[src/rtl/align_shifter_pipe.sv]
// Two-stage pipelined barrel shifter for mantissa alignment/normalisation.
// Stage A resolves the high shift-amount bits, stage B the low bits and drives the outputs.
// Sticky mode accumulates the OR of every bit shifted out across both stages.
module align_shifter_pipe #(
  parameter int unsigned WIDTH   = 24,
  parameter int unsigned SHAMT_W = 5,
  parameter int unsigned SPLIT   = 3
) (
  input  logic               clk,
  input  logic               rst_n,
  input  logic               in_valid,
  output logic               in_ready,
  input  logic [WIDTH-1:0]   data_in,
  input  logic [SHAMT_W-1:0] shamt,
  input  logic [1:0]         mode,
  output logic               out_valid,
  input  logic               out_ready,
  output logic [WIDTH-1:0]   data_out,
  output logic               sticky_out
);

  localparam logic [1:0] MODE_LSR = 2'b00;
  localparam logic [1:0] MODE_ASR = 2'b01;
  localparam logic [1:0] MODE_LSL = 2'b10;
  localparam logic [1:0] MODE_STK = 2'b11;

  logic               a_valid;
  logic [WIDTH-1:0]   a_data;
  logic               a_sticky;
  logic [SPLIT-1:0]   a_lo;
  logic [1:0]         a_mode;

  logic               b_load;
  logic               a_load;

  logic [SHAMT_W-1:0] amt_hi_c;
  logic [WIDTH-1:0]   mask_hi_c;
  logic [WIDTH-1:0]   a_data_c;
  logic               a_sticky_c;

  logic [WIDTH-1:0]   mask_lo_c;
  logic [WIDTH-1:0]   b_data_c;
  logic               b_sticky_c;

  // Handshake: no skid buffer, so in_ready follows out_ready combinationally.
  assign b_load   = !out_valid || out_ready;
  assign a_load   = !a_valid || b_load;
  assign in_ready = a_load;

  // Stage A shift by the high-order amount bits (multiples of 2^SPLIT).
  always_comb begin
    amt_hi_c   = {shamt[SHAMT_W-1:SPLIT], {SPLIT{1'b0}}};
    mask_hi_c  = ~({WIDTH{1'b1}} << amt_hi_c);
    a_data_c   = data_in >> amt_hi_c;
    a_sticky_c = 1'b0;
    case (mode)
      MODE_ASR: a_data_c = $unsigned($signed(data_in) >>> amt_hi_c);
      MODE_LSL: a_data_c = data_in << amt_hi_c;
      MODE_STK: a_sticky_c = |(data_in & mask_hi_c);
      default:  a_data_c = data_in >> amt_hi_c;
    endcase
  end

  // Stage B shift by the low-order amount bits; sign of ASR data is preserved by stage A.
  always_comb begin
    mask_lo_c  = ~({WIDTH{1'b1}} << a_lo);
    b_data_c   = a_data >> a_lo;
    b_sticky_c = 1'b0;
    case (a_mode)
      MODE_ASR: b_data_c = $unsigned($signed(a_data) >>> a_lo);
      MODE_LSL: b_data_c = a_data << a_lo;
      MODE_STK: b_sticky_c = a_sticky | (|(a_data & mask_lo_c));
      default:  b_data_c = a_data >> a_lo;
    endcase
  end

  // Stage A register; a bubble clears only the valid bit and holds the payload.
  always_ff @(posedge clk or negedge rst_n) begin
    if (!rst_n) begin
      a_valid  <= 1'b0;
      a_data   <= '0;
      a_sticky <= 1'b0;
      a_lo     <= '0;
      a_mode   <= MODE_LSR;
    end else if (a_load) begin
      a_valid <= in_valid;
      if (in_valid) begin
        a_data   <= a_data_c;
        a_sticky <= a_sticky_c;
        a_lo     <= shamt[SPLIT-1:0];
        a_mode   <= mode;
      end
    end
  end

  // Output register; holds while the consumer stalls.
  always_ff @(posedge clk or negedge rst_n) begin
    if (!rst_n) begin
      out_valid  <= 1'b0;
      data_out   <= '0;
      sticky_out <= 1'b0;
    end else if (b_load) begin
      out_valid <= a_valid;
      if (a_valid) begin
        data_out   <= b_data_c;
        sticky_out <= b_sticky_c;
      end
    end
  end

endmodule

[config.mk]
export PLATFORM = sky130hd
export DESIGN_NAME = align_shifter_pipe
export DESIGN_NICKNAME = d
export VERILOG_FILES = /design/src/rtl/align_shifter_pipe.sv
export SDC_FILE = /design/constraint.sdc
export NUM_CORES = 1
export LEC_CHECK = 0
export ABC_AREA = 1
export BUFFER_PORTS_ARGS = -buffer_cell sky130_fd_sc_hd__buf_2
export CORE_MARGIN = 2
export CORE_UTILIZATION = 50
export DETAILED_ROUTE_END_ITERATION = 16
export HOLD_SLACK_MARGIN = 0.12
export PLACE_DENSITY = 0.79
export SLEW_MARGIN = 20
export SYNTH_ARGS = -nofsm -noshare
export SYNTH_HDL_FRONTEND = slang
export SYNTH_SLANG_ARGS = --single-unit
export TNS_END_PERCENT = 10
[constraint.sdc]
create_clock -name clk -period 3.95 [get_ports clk]
set_clock_uncertainty 0.15 [all_clocks]
set_input_delay 0.5925 -clock clk [delete_from_list [all_inputs] [get_ports clk]]
set_output_delay 0.5925 -clock clk [all_outputs]
set_load 0.005 [all_outputs]
==> run_results.csv <==
group,metric,value,unit
finish,design_area,5410,um2
detailed_routing,drtIter0Drc,449,
floorplan,die_w,103,um
run_status,outcome,"complete, no violations",
synthesis,synth_top_area_share,29.2,%
global_route,grtUsageMet3,3.59,%
synthesis,netlist_area,4890,um2
floorplan,die_h,103,um
worst_setup_path,r2r_setup_slack,1.53,ns
detailed_routing,vias_per_cell,5.73,
synthesis,syn_avg_cell_area,6.03,um2
synthesis,ys.warnings.count,0,
power_and_ir_drop,vdd_drop_max,0.195,mV
finish,syn2layout_area_growth,10.6,%
synthesis,synth_edf_count,0,
synthesis,ys_seq_area_share,29.2,%
place,dpl_cell_area,5190,um2
global_route,grt_first_pass_wirelength,24.4,mm
global_route,antenna_found_initial,0,
detailed_routing,post-route-drc-count,0,
synthesis,ys_ff_latch,57,
timing,setup_viol,0,
detailed_routing,first_pass_iters,6,
power_and_ir_drop,p_comb_share,44.5,%
timing,hold_viol,0,
synthesis,synthesis.instances,811,
worst_setup_path,critPathTopFamily,"simple AND/OR/NAND/NOR gates",
clock_tree,cts-root-buf,"clkbuf_8",
clock_tree,cts_buffer_depth,2,
clock_tree,h-tree-depth,3,
timing,rsz0062_at_grt,"false",
min_path,holdPathStages,3,
synthesis,synth_ff_type,"dfrtp_1",
timing,worstMarginPinSlew,0.981,ns
global_route,grt_max_degree,48,
job,maxCapViolCount,0,
detailed_routing,wl_per_cell,14.7,um
detailed_routing,antenna_left,0,
power_and_ir_drop,p_sw_share,42.9,%
power_and_ir_drop,p_clk_share,22.0,%
synthesis,yosysTopAreaCell,"dfrtp_1",
finish,nNetsFinal,888,
power_and_ir_drop,cellPowerDensity,474,nW/um2
detailed_routing,vias,5644,
worst_setup_path,crit_cells,7,
worst_setup_path,reg2reg_depth,7,
finish,antenna_cells,0,
worst_setup_path,worst_setup_path_start_kind,"flop",
clock_tree,cts_made_buffers,9,
synthesis,synth.distinct_cells,34,
synthesis,synth_nets,852,
power_and_ir_drop,p_sw,1.10,mW
place,place.gp.congestion,1.08,
synthesis,synth.top_cells.by_area,"dfrtp_1 29%, nand2_1 18%, nand3_1 14%",
floorplan,die_area,10600,um2
worst_setup_path,path_class,"reg -> reg",
detailed_routing,drt-total-wl,14.5,mm
global_route,first_global_vias,4933,
finish,drive_gt1_share,11.7,%
floorplan,io_pins,62,
worst_setup_path,path_buf_inv,2,
global_route,overflow,0,
global_route,grt_use_total,29.1,%
worst_setup_path,crit_path_max_incr_delay,0.49,ns
timing,fmaxAchievable,0.414,GHz
place,io_buffer_count,61,
timing,period_needed,2.42,ns
power_and_ir_drop,p_leak,2.73,nW
floorplan,start_util,50.7,%
power_and_ir_drop,seq_power_share,33.5,%
worst_setup_path,cpMaxStageDelayCell,"ha_1",
power_and_ir_drop,internal_power,1.46,mW
timing,drv_slew,0,
finish,multiInputGateArea,3000,um2
floorplan,rows,36,
timing,holdWs,0.293,ns
global_route,grt.busiest_layer,"met1",
clock_tree,clk_pin_slew,0.07,ns
worst_setup_path,path_cells,"inv_1 > ha_1 > nor3_4 > inv_1 > o21ai_0 > nand2_1 > nand2_1",
global_route,use_met1,42.7,%
clock_tree,cts_tree,"done",
place,hpwl,10.8,mm
worst_setup_path,critPathCaptureType,"flop",
worst_setup_path,cp.arrival,2.57,ns
finish,fill_cells,1062,
finish,post-route-util,56.1,%
timing,slew_headroom,34.2,%
worst_setup_path,crit_fanout,11,
worst_setup_path,required,4.11,ns
clock_tree,cts.sinks,57,
timing,finalSetupTns,0,ns
global_route,met2_usage,42.3,%
finish,seqCellArea,1430,um2
clock_tree,clock_latency,0.36,ns
timing,finalCritPeriodShare,61.2,%
floorplan,placeableCoreArea,9640,um2
synthesis,async_reset_ff_share,100,%
min_path,hold_path.class,"in -> reg",
-- power by group through the flow --
stage	Combinational [mW]	Clock, mW	Sequential [mW]
after floorplan	0.786	0	0.864
after global placement	1.11	0	0.863
after detailed placement	1.12	0	0.870
after CTS	1.12	0.569	0.859
after global routing	1.30	0.595	0.885
final	1.14	0.565	0.859
-- worst register-to-register path, cell delays in order, from the launching register on --
cell and delay (ns):
dfrtp_1 0.45, inv_1 0.07, ha_1 0.49, nor3_4 0.47
inv_1 0.27, o21ai_0 0.29, nand2_1 0.10, nand2_1 0.07
-- flip-flops by register name, summed over array words and instances, names as in the netlist --
register	flops
a_sticky	1
a_valid	1
a_mode	2
a_lo	3
data_out	24
out_valid	1
a_data	24
sticky_out	1
-- cell usage in the layout (no fill, tap or decap), drive strengths merged --
master       netlist  final
nor3               8      8
o21bai             2      2
bufinv             0      1
or2                2      2
clkinv             0      2
a21oi             47     47
nand4              2      2
nor4               1      1
o21ai             66     66
o211ai             7      7
and2               4      4
nand2            236    236
a21o               1      1
nand3            132    132
a31oi             20     20
ha                 6      6
o22ai              7      7
buf               31     68
dlygate4sd3        0      1
o21a               1      1
a22oi              1      1
nand3b             1      1
nor2             101    101
dfrtp             57     57
and3               1      1
inv               64     64
clkinvlp           0      3
clkbuf            13     10
-- synthesized netlist by cell type (2+ instances only) --
master    count
nor2_2        4
nand3_1     132
and2_1        4
o211ai_1      7
nor2_1       94
o21ai_0      60
buf_4         4
inv_2         3
nand2_2       2
nor3_4        2
inv_1        61
buf_2        25
ha_1          6
a21oi_1      47
a31oi_1      20
nand2_1     234
o22ai_1       7
o21bai_1      2
dfrtp_1      57
nor3_1        6
clkbuf_1     13
o21ai_1       6
nand4_1       2
or2_2         2
nor2_4        2
-- path summary, 6_finish.rpt --
check | startpoint | endpoint
max | a_mode[0]$_DFFE_PN0P_ | data_out[0]$_DFFE_PN0P_
min | shamt[1] | a_lo[1]$_DFFE_PN0P_
max reg2reg | a_mode[0]$_DFFE_PN0P_ | data_out[0]$_DFFE_PN0P_
min reg2reg | data_out[17]$_DFFE_PN0P_ | data_out[17]$_DFFE_PN0P_
max in group asynchronous | rst_n | a_data[11]$_DFFE_PN0P_
min in group asynchronous | rst_n | data_out[17]$_DFFE_PN0P_
-- what timing repair did --
action,in CTS,in global routing
endpoints found under the hold margin,23,0
gates resized for setup,0,0
hold buffers,1,0
buffers inserted,0,0
-- routing by layer --
layer  vias to the layer above  wire, um
li1                       2761         -
met1                      2482      6290
met2                       360      6180
met3                        41      1480
met4                         0       513
met5                         -         0
-- metrics by stage --
stage | cells | setup WS [ns] | power (mW)
after detailed placement | 968 | 1.28 | 1.99
final | 985 | 1.53 | 2.56
after CTS | 985 | 1.58 | 2.55
after global placement | 968 | 1.28 | 1.98
after floorplan | 811 | 1.87 | 1.65
after global routing | 985 | 1.26 | 2.78
-- cells by family after synthesis --
logic type                 share of synthesized area [%]
AOI/OAI and AO/OA                                   16.9
buffers and inverters                               9.39
DFF                                                 29.2
and+or+nand+nor                                     43.0
adders and majority gates                           1.54
-- area by class of cell --
cell class | instances | area share, %
multi-input cells | 646 | 55.5
flip-flops and latches | 57 | 26.4
repair buffers | 69 | 6.80
inverters | 64 | 4.44
well taps | 133 | 3.08
clock buffers | 10 | 2.54
clock inverters | 6 | 1.23
(Power assumes the default switching activity.)
